$ cat src/rtl/router_pkg.sv
// Definitions shared by the router FSM and its datapath register stage:
// header field layout, the reserved address and the FSM state encoding.
package router_pkg;

  localparam int unsigned ADDR_W = 2;
  localparam logic [ADDR_W-1:0] ADDR_INVALID = 2'b11;

  localparam int unsigned LEN_MSB = 7;
  localparam int unsigned LEN_LSB = 2;

  typedef enum logic [2:0] {
    StDecodeAddress,
    StLoadFirstData,
    StLoadData,
    StLoadParity,
    StFifoFullState,
    StLoadAfterFull,
    StWaitTillEmpty,
    StCheckParityError
  } fsm_state_e;

  function automatic logic [LEN_MSB-LEN_LSB:0] hdr_len(input logic [LEN_MSB:0] hdr);
    return hdr[LEN_MSB:LEN_LSB];
  endfunction

endpackage

$ cat src/rtl/router_reg.sv
// Router datapath register stage: registers bytes for the destination FIFO, parks one byte
// while the FIFO is full, and accumulates and checks the packet parity.
module router_reg
  import router_pkg::*;
#(
  parameter int unsigned DATA_W = 8
) (
  input  logic              clock,
  input  logic              reset,
  input  logic              pkt_valid,
  input  logic [DATA_W-1:0] data_in,
  input  logic              fifo_full,
  input  logic              detect_add,
  input  logic              lfd_state,
  input  logic              ld_state,
  input  logic              laf_state,
  input  logic              full_state,
  input  logic              rst_int_reg,
  output logic [DATA_W-1:0] dout,
  output logic              parity_done,
  output logic              low_pkt_valid,
  output logic              err
);

  logic [DATA_W-1:0] dout_q, dout_d;
  logic [DATA_W-1:0] header_q, header_d;
  logic [DATA_W-1:0] full_byte_q, full_byte_d;
  logic [DATA_W-1:0] int_parity_q, int_parity_d;
  logic [DATA_W-1:0] pkt_parity_q, pkt_parity_d;
  logic              parity_done_q, parity_done_d;
  logic              low_pkt_valid_q, low_pkt_valid_d;
  logic              err_q, err_d;

  always_comb begin
    dout_d          = dout_q;
    header_d        = header_q;
    full_byte_d     = full_byte_q;
    int_parity_d    = int_parity_q;
    pkt_parity_d    = pkt_parity_q;
    parity_done_d   = parity_done_q;
    low_pkt_valid_d = low_pkt_valid_q;
    err_d           = err_q;

    if (detect_add && pkt_valid && (data_in[ADDR_W-1:0] != ADDR_INVALID)) begin
      header_d = data_in;
    end

    if (lfd_state) begin
      dout_d = header_q;
    end else if (ld_state && !fifo_full) begin
      dout_d = data_in;
    end else if (ld_state && fifo_full) begin
      full_byte_d = data_in;
    end else if (laf_state) begin
      dout_d = full_byte_q;
    end

    // A byte parked while full is folded in from full_byte_q in LOAD_AFTER_FULL, not here.
    if (detect_add) begin
      int_parity_d = '0;
    end else if (lfd_state) begin
      int_parity_d = int_parity_q ^ header_q;
    end else if (ld_state && pkt_valid && !full_state && !fifo_full) begin
      int_parity_d = int_parity_q ^ data_in;
    end else if (laf_state && !low_pkt_valid_q) begin
      int_parity_d = int_parity_q ^ full_byte_q;
    end

    if (ld_state && !pkt_valid) begin
      pkt_parity_d = data_in;
    end else if (laf_state && low_pkt_valid_q) begin
      pkt_parity_d = full_byte_q;
    end

    if (ld_state && !pkt_valid) begin
      low_pkt_valid_d = 1'b1;
    end else if (rst_int_reg) begin
      low_pkt_valid_d = 1'b0;
    end

    if ((ld_state && !fifo_full && !pkt_valid) ||
        (laf_state && low_pkt_valid_q && !parity_done_q)) begin
      parity_done_d = 1'b1;
    end else if (detect_add) begin
      parity_done_d = 1'b0;
    end

    if (rst_int_reg) begin
      err_d = (int_parity_q != pkt_parity_q);
    end else if (detect_add && pkt_valid) begin
      err_d = 1'b0;
    end
  end

  always_ff @(posedge clock) begin
    if (reset) begin
      dout_q          <= '0;
      header_q        <= '0;
      full_byte_q     <= '0;
      int_parity_q    <= '0;
      pkt_parity_q    <= '0;
      parity_done_q   <= 1'b0;
      low_pkt_valid_q <= 1'b0;
      err_q           <= 1'b0;
    end else begin
      dout_q          <= dout_d;
      header_q        <= header_d;
      full_byte_q     <= full_byte_d;
      int_parity_q    <= int_parity_d;
      pkt_parity_q    <= pkt_parity_d;
      parity_done_q   <= parity_done_d;
      low_pkt_valid_q <= low_pkt_valid_d;
      err_q           <= err_d;
    end
  end

  assign dout          = dout_q;
  assign parity_done   = parity_done_q;
  assign low_pkt_valid = low_pkt_valid_q;
  assign err           = err_q;

endmodule
$ cat config.mk
export PLATFORM = sky130hd
export DESIGN_NAME = router_reg
export DESIGN_NICKNAME = d
export VERILOG_FILES = /design/src/rtl/router_pkg.sv /design/src/rtl/router_reg.sv
export SDC_FILE = /design/constraint.sdc
export NUM_CORES = 1
export LEC_CHECK = 0
export ABC_AREA = 1
export BUFFER_PORTS_ARGS = -buffer_cell sky130_fd_sc_hd__clkbuf_2
export CAP_MARGIN = 20
export CELL_PAD_IN_SITES_DETAIL_PLACEMENT = 0
export CELL_PAD_IN_SITES_GLOBAL_PLACEMENT = 1
export CORE_MARGIN = 3
export CORE_UTILIZATION = 41
export DETAILED_ROUTE_END_ITERATION = 10
export MAX_ROUTING_LAYER = met4
export PLACE_DENSITY_LB_ADDON = 0.1
export SETUP_SLACK_MARGIN = 0.4
export SKIP_LAST_GASP = 1
export SLEW_MARGIN = 20
export SYNTH_ARGS = -nofsm -noshare
export SYNTH_HDL_FRONTEND = slang
export SYNTH_SLANG_ARGS = --single-unit
$ cat constraint.sdc
create_clock -name clock -period 1.2 [get_ports clock]
set_input_delay 0.18 -clock clock [delete_from_list [all_inputs] [get_ports clock]]
set_output_delay 0.18 -clock clock [all_outputs]
set_load 0.02 [all_outputs]
==> results.py <==
metrics = {
    "clock_tree": {
        "cts_tree": "yes",
        "cts_buffer_depth": 2,
        "numCtsBuffers": 5,
        "cts.htree.levels": 2,
        "cts_root_buf": "clkbuf_8",
        "clock_sinks": 43,
        "clk_latency_ps": 290,
        "clkTransAtPathRegs_ps": 80,
    },
    "worst_setup_path": {
        "critPathKind": "reg -> out",
        "r2r_start": "low_pkt_valid$_SDFFE_PP0P_",
        "end_kind": "primary output",
        "cp_num_buf_inv": 2,
        "cp.required_ps": 1020,
        "crit_arrival_ps": 920,
        "startpoint": "low_pkt_valid$_SDFFE_PP0P_",
        "r2r_cells": 5,
        "crit_path_start_kind": "register",
        "path_max_fanout": 4,
        "slowest_delay_ps": 370,
        "path_delay_family": "flip-flops",
        "crit_chain": "buf_4, buf_6",
        "timing.rr.end": "int_parity_q[3]$_SDFFE_PP0P_",
        "r2r_slack_ps": 110,
        "worstSetupPathDepth": 2,
        "cpMaxStageDelayCell": "dfxtp_4",
    },
    "synthesis": {
        "syn_nets": 321,
        "seq_area_frac_synth_pct": 39.3,
        "synth_warnings": 0,
        "syn-cell-area_mm2": 0.00219,
        "synthTopCellsByArea": "dfxtp_1, a21oi_1, nand2_1",
        "synth-seq-cells": 43,
        "synth_top_cell_by_area": "dfxtp_1",
        "syn_avg_cell_area_um2": 7.23,
        "synthDominantCellAreaShare_pct": 39.3,
        "yosysUniqueCellTypes": 29,
        "synth_edf_count": 0,
        "synthTopCellsByCount": "a21oi_1, nand2_1, dfxtp_1",
        "ys.flop_type": "dfxtp_1",
        "synthCells": 303,
        "async_flop_share_pct": 0,
    },
    "timing": {
        "skew_ps": 5.83,
        "max_slew.worst_pin.slew_ps": 333,
        "rsz0062_at_grt": "true",
        "setup_viol": 0,
        "min_period_ps": 1100,
        "hold_viol": 0,
        "fin_crit_sh_pct": 91.4,
        "slew_violations": 0,
        "tns_ps": 0,
        "fmax_mhz": 912,
        "maxSlewHeadroom_pct": 77.8,
    },
    "power": {
        "p_sw_uw": 1070,
        "power_frac_seq_pct": 46.3,
        "clkPwrFrac_pct": 27.7,
        "vdd_drop_max_mv": 0.547,
        "p_int_uw": 2410,
        "powerDensity_mw_per_mm2": 1060,
        "leakagePower_uw": 0.00136,
        "switching_share_pct": 30.8,
        "combinationalPowerShare_pct": 26.0,
    },
    "worst_hold_path": {
        "holdPathEnd": "low_pkt_valid$_SDFFE_PP0P_",
        "holdCritPathClass": "in -> reg",
        "hold_depth": 2,
        "min_from": "reset",
    },
    "place": {
        "io_buffer_count": 28,
        "dp_hpwl_um": 4230,
        "gp_congestion": 0.828,
        "placed_cells": 404,
    },
    "run_status": {
        "status": "complete, no violations",
    },
    "drt": {
        "via_per_inst": 5.33,
        "wl_per_cell_um": 15.4,
        "num_vias": 2269,
        "drt-total-wl_um": 6540,
        "drtPass1Iterations": 4,
        "drtIter0Drc": 154,
        "antenna_left": 0,
        "drc": 0,
    },
    "floorplan": {
        "dieArea_mm2": 0.00626,
        "start_util_pct": 44.4,
        "die_w_um": 79.1,
        "die_h_um": 79.1,
        "io_pins": 29,
        "fp-row-count": 25,
        "core-area_mm2": 0.00494,
    },
    "flow_run": {
        "drv_cap": 0,
    },
    "finish": {
        "final_net_count": 376,
        "area_delta_synth_final_pct": 50.2,
        "fin_util_pct": 66.6,
        "antenna_cells": 0,
        "final_layout_size_suffix_gt1_share_pct": 46.8,
        "fill_cells": 444,
        "stdcell_count": 426,
    },
    "global_routing": {
        "grt_pass1_wl_um": 10400,
        "grt_use_total_pct": 21.5,
        "overflow": 0,
        "antenna_found_initial": 0,
        "grt_pass1_vias": 2138,
        "grt_max_degree": 32,
    },
}
-- per-layer routing --
layer | routed length, um | vias up | GRT usage, %
met2 | 3300 | 49 | 36.8
li1 | - | 1136 | -
met3 | 281 | 6 | 3.40
met1 | 2900 | 1078 | 26.5
met4 | 61 | 0 | 5.67
met5 | 0 | - | -
-- final cells by class --
cell class                      count  area, um^2  area share (%)
Inverter                           32         146            4.45
Multi-Input combinational cell    219        1460            44.5
Tap cell                           67        83.8            2.55
Sequential cell                    43         891            27.1
Timing Repair Buffer               57         617            18.7
Clock buffer                        7        86.3            2.62
Clock inverter                      1        5.00           0.152
-- sequential cells by signal, summed over array words and instances (netlist names) --
name and count:
header_q 8, dout 8, full_byte_q 8, err 1, int_parity_q 8, pkt_parity_q 8, parity_done 1, low_pkt_valid 1
-- what timing repair did --
action,CTS,global route
hold buffers,0,0
gates cloned,1,2
resized for setup,85,63
setup buffers,5,6
endpoints found under the setup margin,47,53
pin swaps,12,9
-- how the worst max path moves through the flow --
| stage | slack [ps] | end |
|---|---|---|
| floorplan | 220 | int_parity_q[3]$_SDFFE_PP0P_ |
| global placement | -40 | int_parity_q[2]$_SDFFE_PP0P_ |
| detailed placement | -60 | int_parity_q[2]$_SDFFE_PP0P_ |
| CTS | 100 | int_parity_q[3]$_SDFFE_PP0P_ |
| global route | 20 | int_parity_q[3]$_SDFFE_PP0P_ |
| finish | 100 | low_pkt_valid |
-- power by group through the flow --
stage / Combinational [uW] / Sequential (uW) / Clock (uW)
6_report: 907 / 1610 / 964
4_1_cts: 782 / 1590 / 990
2_1_floorplan: 392 / 1630 / 0
3_3_place_gp: 638 / 1600 / 0
3_5_place_dp: 644 / 1610 / 0
5_1_grt: 985 / 1620 / 1050
-- cell families after synthesis --
| logic type | count (synthesis) | synth area share [%] |
|---|---|---|
| flip-flops | 43 | 39.3 |
| AO/OA/AOI/OAI | 108 | 26.8 |
| multiplexers | 1 | 0.514 |
| XOR/XNOR | 5 | 2.00 |
| AND/OR/NAND/NOR | 104 | 22.7 |
| buffers and inverters | 42 | 8.79 |
-- placed cells by master (no fill, tap or decap), types with 3 or more instances in the layout --
master / count
o21ai_4: 6
o21ai_1: 16
buf_4: 19
o21ai_0: 9
o21ai_2: 17
nand3_2: 8
buf_8: 11
nor2_1: 13
buf_12: 5
clkbuf_8: 6
nand2_1: 51
a21oi_1: 38
or2_4: 3
inv_2: 8
dfxtp_1: 21
a21oi_2: 17
inv_1: 18
nand2_4: 3
buf_6: 5
nand2_8: 3
dfxtp_2: 21
nand3b_1: 4
nand3_1: 13
clkbuf_2: 12
-- stage by stage --
step	worst slack [ps]	area, um^2	hold WS [ps]	total power (uW)
global placement	-35.1	2620	428	2240
finish	104	3290	114	3480
floorplan	222	2300	239	2020
CTS	101	3040	116	3360
global route	23.7	3290	128	3660
detailed placement	-59.9	2620	437	2250
-- worst register-to-register path, delay by kind of cell, from the launching register on --
kind            cells  cell delay (ps)
flops               1              370
compound gates      1              300
buf+inv             1              170
simple gates        3              150
No activity file was read; power rests on OpenSTA's default activity.
